===== config.mk =====
export PLATFORM = sky130hd
export DESIGN_NAME = pipe_hazard_ctrl
export DESIGN_NICKNAME = d
export VERILOG_FILES = /design/src/rtl/pipe_hazard_ctrl.sv
export SDC_FILE = /design/constraint.sdc
export NUM_CORES = 1
export LEC_CHECK = 0
export BUFFER_PORTS_ARGS = -buffer_cell sky130_fd_sc_hd__buf_4
export CORE_ASPECT_RATIO = 1.25
export CORE_MARGIN = 1.5
export CORE_UTILIZATION = 50
export DETAILED_ROUTE_END_ITERATION = 16
export PLACE_DENSITY = 0.75
export REMOVE_ABC_BUFFERS = 1
export SKIP_CTS_REPAIR_TIMING = 1
export SLEW_MARGIN = 15
export SYNTH_ARGS = -nofsm -noshare
export SYNTH_HDL_FRONTEND = slang
export SYNTH_SLANG_ARGS = --single-unit

===== constraint.sdc =====
create_clock -name clk -period 4.2 [get_ports clk]
set_clock_uncertainty 0.2 [all_clocks]
set_input_delay 0.21 -clock clk [delete_from_list [all_inputs] [get_ports clk]]
set_output_delay 0.21 -clock clk [all_outputs]
set_load 0.05 [all_outputs]

===== src/rtl/pipe_hazard_ctrl.sv =====
// Hazard, forwarding and stall control for a 5-stage pipeline with Decode branch
// resolution, multi-cycle data memory wait/timeout FSM and saturating perf counters.
module pipe_hazard_ctrl #(
  parameter int unsigned REG_AW   = 5,
  parameter bit          ZERO_REG = 1'b1,
  parameter int unsigned CNT_W    = 32,
  parameter int unsigned TIMEOUT  = 255
) (
  input  logic              clk,
  input  logic              reset,
  input  logic [REG_AW-1:0] rs_d,
  input  logic [REG_AW-1:0] rt_d,
  input  logic              uses_rs_d,
  input  logic              uses_rt_d,
  input  logic              branch_d,
  input  logic              redirect_d,
  input  logic [REG_AW-1:0] rs_e,
  input  logic [REG_AW-1:0] rt_e,
  input  logic [REG_AW-1:0] writereg_e,
  input  logic              regwrite_e,
  input  logic              memtoreg_e,
  input  logic [REG_AW-1:0] writereg_m,
  input  logic              regwrite_m,
  input  logic              memtoreg_m,
  input  logic              memaccess_m,
  input  logic              dm_ready,
  input  logic [REG_AW-1:0] writereg_w,
  input  logic              regwrite_w,
  input  logic              clr_cnt,
  output logic              stall_f,
  output logic              stall_d,
  output logic              stall_e,
  output logic              stall_m,
  output logic              flush_d,
  output logic              flush_e,
  output logic              bubble_w,
  output logic              forward_a_d,
  output logic              forward_b_d,
  output logic [1:0]        forward_a_e,
  output logic [1:0]        forward_b_e,
  output logic [CNT_W-1:0]  stall_cnt,
  output logic [CNT_W-1:0]  redirect_cnt,
  output logic [CNT_W-1:0]  memwait_cnt,
  output logic              mem_timeout,
  output logic [1:0]        state
);

  localparam int unsigned WAIT_W = 16;

  typedef enum logic [1:0] {
    ST_RUN  = 2'd0,
    ST_WAIT = 2'd1,
    ST_HALT = 2'd2
  } state_e;

  state_e             state_q, state_d;
  logic [WAIT_W-1:0]  wait_cnt_q, wait_cnt_d;
  logic               mem_timeout_q, mem_timeout_d;
  logic [CNT_W-1:0]   stall_cnt_q, stall_cnt_d;
  logic [CNT_W-1:0]   redirect_cnt_q, redirect_cnt_d;
  logic [CNT_W-1:0]   memwait_cnt_q, memwait_cnt_d;

  logic lwstall, brstall, memstall, hz, halted;

  // Register equality that never fires on a hardwired zero register.
  function automatic logic match(input logic [REG_AW-1:0] a, input logic [REG_AW-1:0] b);
    return (a == b) && !(ZERO_REG && (a == '0));
  endfunction

  always_comb begin
    forward_a_e = 2'b00;
    forward_b_e = 2'b00;
    if (regwrite_m && match(writereg_m, rs_e))      forward_a_e = 2'b10;
    else if (regwrite_w && match(writereg_w, rs_e)) forward_a_e = 2'b01;
    if (regwrite_m && match(writereg_m, rt_e))      forward_b_e = 2'b10;
    else if (regwrite_w && match(writereg_w, rt_e)) forward_b_e = 2'b01;
    forward_a_d = regwrite_m && match(writereg_m, rs_d);
    forward_b_d = regwrite_m && match(writereg_m, rt_d);
  end

  always_comb begin
    lwstall  = memtoreg_e && regwrite_e &&
               ((uses_rs_d && match(writereg_e, rs_d)) || (uses_rt_d && match(writereg_e, rt_d)));
    brstall  = branch_d &&
               ((regwrite_e && (match(writereg_e, rs_d) || match(writereg_e, rt_d))) ||
                (memtoreg_m && (match(writereg_m, rs_d) || match(writereg_m, rt_d))));
    memstall = memaccess_m && !dm_ready;
    hz       = lwstall || brstall;
    halted   = (state_q == ST_HALT);
  end

  // Stall/flush priority: halt, memory wait, data hazard, then branch redirect.
  always_comb begin
    stall_f  = 1'b0;
    stall_d  = 1'b0;
    stall_e  = 1'b0;
    stall_m  = 1'b0;
    flush_d  = 1'b0;
    flush_e  = 1'b0;
    bubble_w = 1'b0;
    if (halted || memstall) begin
      stall_f  = 1'b1;
      stall_d  = 1'b1;
      stall_e  = 1'b1;
      stall_m  = 1'b1;
      bubble_w = 1'b1;
    end else if (hz) begin
      stall_f = 1'b1;
      stall_d = 1'b1;
      flush_e = 1'b1;
    end else begin
      flush_d = redirect_d;
    end
  end

  always_comb begin
    state_d       = state_q;
    wait_cnt_d    = wait_cnt_q;
    mem_timeout_d = mem_timeout_q;
    case (state_q)
      ST_RUN: begin
        if (memstall) begin
          state_d    = ST_WAIT;
          wait_cnt_d = WAIT_W'(1);
        end
      end
      ST_WAIT: begin
        if (dm_ready) begin
          state_d = ST_RUN;
        end else if (wait_cnt_q == WAIT_W'(TIMEOUT)) begin
          state_d       = ST_HALT;
          mem_timeout_d = 1'b1;
        end else begin
          wait_cnt_d = wait_cnt_q + WAIT_W'(1);
        end
      end
      ST_HALT: state_d = ST_HALT;
      default: state_d = ST_RUN;
    endcase
  end

  // Saturating counters; clear wins over increment.
  always_comb begin
    stall_cnt_d    = stall_cnt_q;
    redirect_cnt_d = redirect_cnt_q;
    memwait_cnt_d  = memwait_cnt_q;
    if (clr_cnt) begin
      stall_cnt_d    = '0;
      redirect_cnt_d = '0;
      memwait_cnt_d  = '0;
    end else begin
      if (hz && !memstall && !halted && (stall_cnt_q != {CNT_W{1'b1}}))
        stall_cnt_d = stall_cnt_q + CNT_W'(1);
      if (flush_d && (redirect_cnt_q != {CNT_W{1'b1}}))
        redirect_cnt_d = redirect_cnt_q + CNT_W'(1);
      if (memstall && !halted && (memwait_cnt_q != {CNT_W{1'b1}}))
        memwait_cnt_d = memwait_cnt_q + CNT_W'(1);
    end
  end

  always_ff @(posedge clk or posedge reset) begin
    if (reset) begin
      state_q        <= ST_RUN;
      wait_cnt_q     <= '0;
      mem_timeout_q  <= 1'b0;
      stall_cnt_q    <= '0;
      redirect_cnt_q <= '0;
      memwait_cnt_q  <= '0;
    end else begin
      state_q        <= state_d;
      wait_cnt_q     <= wait_cnt_d;
      mem_timeout_q  <= mem_timeout_d;
      stall_cnt_q    <= stall_cnt_d;
      redirect_cnt_q <= redirect_cnt_d;
      memwait_cnt_q  <= memwait_cnt_d;
    end
  end

  assign state        = state_q;
  assign mem_timeout  = mem_timeout_q;
  assign stall_cnt    = stall_cnt_q;
  assign redirect_cnt = redirect_cnt_q;
  assign memwait_cnt  = memwait_cnt_q;

endmodule


==> qor.tcl <==
set qor(run_status) {complete, no violations}
set qor(row_count) 47
set qor(path_clk_slew_ps) 50
set qor(total_power_mw) 2.88
set qor(endpoint) {stall_d}
set qor(timing.final.ws_setup_ps) 1190
set qor(numPortBuffers) 160
set qor(maxSlewViolCount) 0
set qor(max_cap_violations) 0
set qor(post-synth-top-count-cell) {dfrtp_1}
set qor(final.period_utilization) 0.717
set qor(crit_path_max_cell_delay_ps) 840
set qor(slew_headroom) 0.333
set qor(cts_tree) {yes}
set qor(grtUsageTotal) 0.255
set qor(1st_iter_drt_viols) 386
set qor(final_antenna_net_count) 0
set qor(route.detailed.vias_per_inst) 5.85
set qor(transition_time_of_the_tightest_slew_check_pin_ps) 1000
set qor(timing_worst_setup_path_type) {in -> out}
set qor(fin_crit_ps) 3010
set qor(gp_routability_congestion) 0.786
set qor(first_pass_iters) 6
set qor(edff_count_synth) 0
set qor(final-setup-viol-count) 0
set qor(cts.path.max_buffers) 2
set qor(first_global_vias) 6006
set qor(worstReg2RegStart) {redirect_cnt[0]}
set qor(number_of_fill_cells_in_the_layout) 1153
set qor(ir_drop_v) 0.000234
set qor(drc_violations_left) 0
set qor(power_per_cell_area_nw_per_um2) 328
set qor(syn-mean-instance-area_um2) 8.87
set qor(cp-end-kind) {primary output}
set qor(cp-startpoint) {writereg_e[0]}
set qor(die_area_um2) 14500
set qor(final-hold-violation-count) 0
set qor(min_path_cells) 3
set qor(die_width_um) 108
set qor(numCtsBuffers) 17
set qor(total_of_flip_flops_plus_latches_after_synthesis) 115
set qor(critical_path_buf_inv_count) 2
set qor(synth-seq-area-share) 0.417
set qor(die_height_um) 134
set qor(netlist_top_cells_area) {dfrtp_1 (42%), xor2_1 (6.1%), nor2_1 (4.5%)}
set qor(synthToLayoutAreaGrowth_pct) 27.0
set qor(insertedDiodeCount) 0
set qor(r2r_slack_ps) 1260
set qor(synth_async_sr_flop_share) 1.00
set qor(yosysUniqueCellTypes) 48
set qor(antenna_found_initial) 0
set qor(setup_tns_ps) 0
set qor(starting_density_of_the_core) 0.517
set qor(crit_cells) 6
set qor(worstRegToRegCells) 8
set qor(synth_largest_type_area_fraction) 0.417
set qor(drive_gt1_frac) 0.238
set qor(hold_path.class) {in -> reg}
set qor(cts_root_buffer) {clkbuf_16}
set qor(timing.fmax_mhz) 332
set qor(clock_sinks) 115
set qor(number_of_top_level_design_ports) 161
set qor(yosysWarningCount) 0
set qor(htree_num_levels) 4
set qor(primary_ff_master_synth) {dfrtp_1}
set qor(path_common_cell) {buf_4}
set qor(cp-start-kind) {primary input}
set qor(netlist_top_cells_count) {dfrtp_1 (115), nor2_1 (82), a21oi_1 (52)}
set qor(num-nets-final) 972
set qor(grt_pass1_wl_um) 29500
set qor(required_ps) 3790
set qor(dpl.hpwl_um) 12600
set qor(routed_wl_um) 18200
set qor(grt_overflow_total) 0
set qor(floorplan.core_area_um2) 13300
set qor(detailroute.via_count) 6454
set qor(wire_per_inst_um) 16.5
set qor(grt_setup_unrepaired) {false}
set qor(static-leakage-power_nw) 3.86
set qor(yosysTopAreaCell) {dfrtp_1}
set qor(crit_path_max_fanout) 63
set qor(cp_data_arrival_time_ps) 2600
set qor(syn-cell-area_um2) 6900
set qor(cell_class_contributing_the_biggest_share_of_worst_path_delay) {simple AND/OR/NAND/NOR gates}
set qor(cp_slowest_cell) {and2_2}
set qor(cp_cell_sequence) {buf_4 > or4_1 > o221ai_4 > and2_2 > nand2_1 > buf_4}
set qor(r2r_end) {redirect_cnt[18]}
set qor(netlist_instances) 777
set qor(dp_slack_ps) 1230
set qor(grt_start_max_net_pins) 91
set qor(clkLatencyLatePin_ps) 410
## flip-flops by register name, indices dropped and copies added, names as in the netlist
name          flops
mem_timeout       1
memwait_cnt      32
redirect_cnt     32
stall_cnt        32
state             2
wait_cnt_q       16
## worst register-to-register path: cells and delay by family (launching register included)
kind	cells	cell delay (ps)
simple gates	6	1700
flops	1	440
fa+ha+maj	1	270
compound gates	1	230
## area by class of cell
type	count	area, um^2	share of cell area
Clock buffer	22	474	0.0542
Tap cell	171	214	0.0244
Sequential cell	115	2880	0.329
Inverter	13	51.3	0.00586
Multi-Input combinational cell	604	3750	0.428
Clock inverter	10	130	0.0149
Timing Repair Buffer	168	1260	0.144
## how the worst min path moves through the flow
stage | startpoint | slack (ps) | to
finish | dm_ready | 40 | state[1]
global route | dm_ready | 50 | mem_timeout
CTS | reset | -210 | memwait_cnt[18]
detailed placement | reset | 230 | memwait_cnt[10]
global placement | reset | 220 | memwait_cnt[9]
floorplan | clr_cnt | 70 | memwait_cnt[19]
## layer usage
metal / up-vias / share of wire / GRT usage
li1: 3098 / - / -
met1: 3141 / 0.42 / 0.326
met2: 187 / 0.50 / 0.424
met3: 28 / 0.062 / 0.0646
met4: 0 / 0.017 / 0.0746
met5: - / 0 / 0
## kinds of logic (layout without fill, tap and decap cells)
logic type,after synthesis,count (layout),share of synthesized area
and+or+nand+nor,392,392,0.312
DFF,115,115,0.417
AOI/OAI and AO/OA,113,113,0.0984
xor gates and xnor gates,81,81,0.103
buffers and inverters,58,213,0.0396
muxes,14,14,0.0225
adders and majority gates,4,4,0.00726
## through the flow
stage	utilization	hold WS, ps	std cells	cell area [um^2]
6_report	0.656	41.2	1103	8760
3_5_place_dp	0.610	228	1070	8140
4_1_cts	0.655	-206	1102	8750
2_1_floorplan	-	73.1	732	6670
3_3_place_gp	0.610	223	1070	8140
5_1_grt	0.656	53.8	1103	8760
## layout by cell type, fill, tap and decap left out, types with 2 or more instances in the layout
| cell | count |
|---|---|
| clkbuf_1 | 2 |
| nand3_1 | 50 |
| nor3b_1 | 2 |
| ha_1 | 4 |
| mux2i_1 | 2 |
| nand2b_1 | 7 |
| nor3_1 | 21 |
| nand4_1 | 41 |
| clkinv_2 | 5 |
| and3_1 | 24 |
| o31ai_1 | 24 |
| clkinvlp_4 | 2 |
| inv_1 | 12 |
| dfrtp_1 | 115 |
| clkbuf_8 | 3 |
| xor2_1 | 48 |
| a21oi_1 | 52 |
| xnor2_1 | 33 |
| or4_1 | 29 |
| buf_4 | 167 |
| or3_1 | 23 |
| nand2_1 | 49 |
| a31o_2 | 2 |
| and4_1 | 12 |
| nor2b_1 | 15 |
| nor4b_1 | 2 |
| and2_1 | 10 |
| a31oi_1 | 3 |
| o21ai_0 | 26 |
| or2_2 | 2 |
| clkbuf_16 | 17 |
| nor4_1 | 14 |
| mux2_2 | 12 |
| nor2_1 | 82 |
| bufinv_16 | 3 |
## report_power, final
group / leakage (nW) / total [mW] / internal, mW / switching (mW)
clock network: 0.296 / 1.48 / 0.974 / 0.510
logic: 1.96 / 0.251 / 0.0895 / 0.162
registers: 1.60 / 1.14 / 1.12 / 0.0188
total: 3.86 / 2.88 / 2.19 / 0.690
Note: power is estimated with default switching activity, not from simulation.
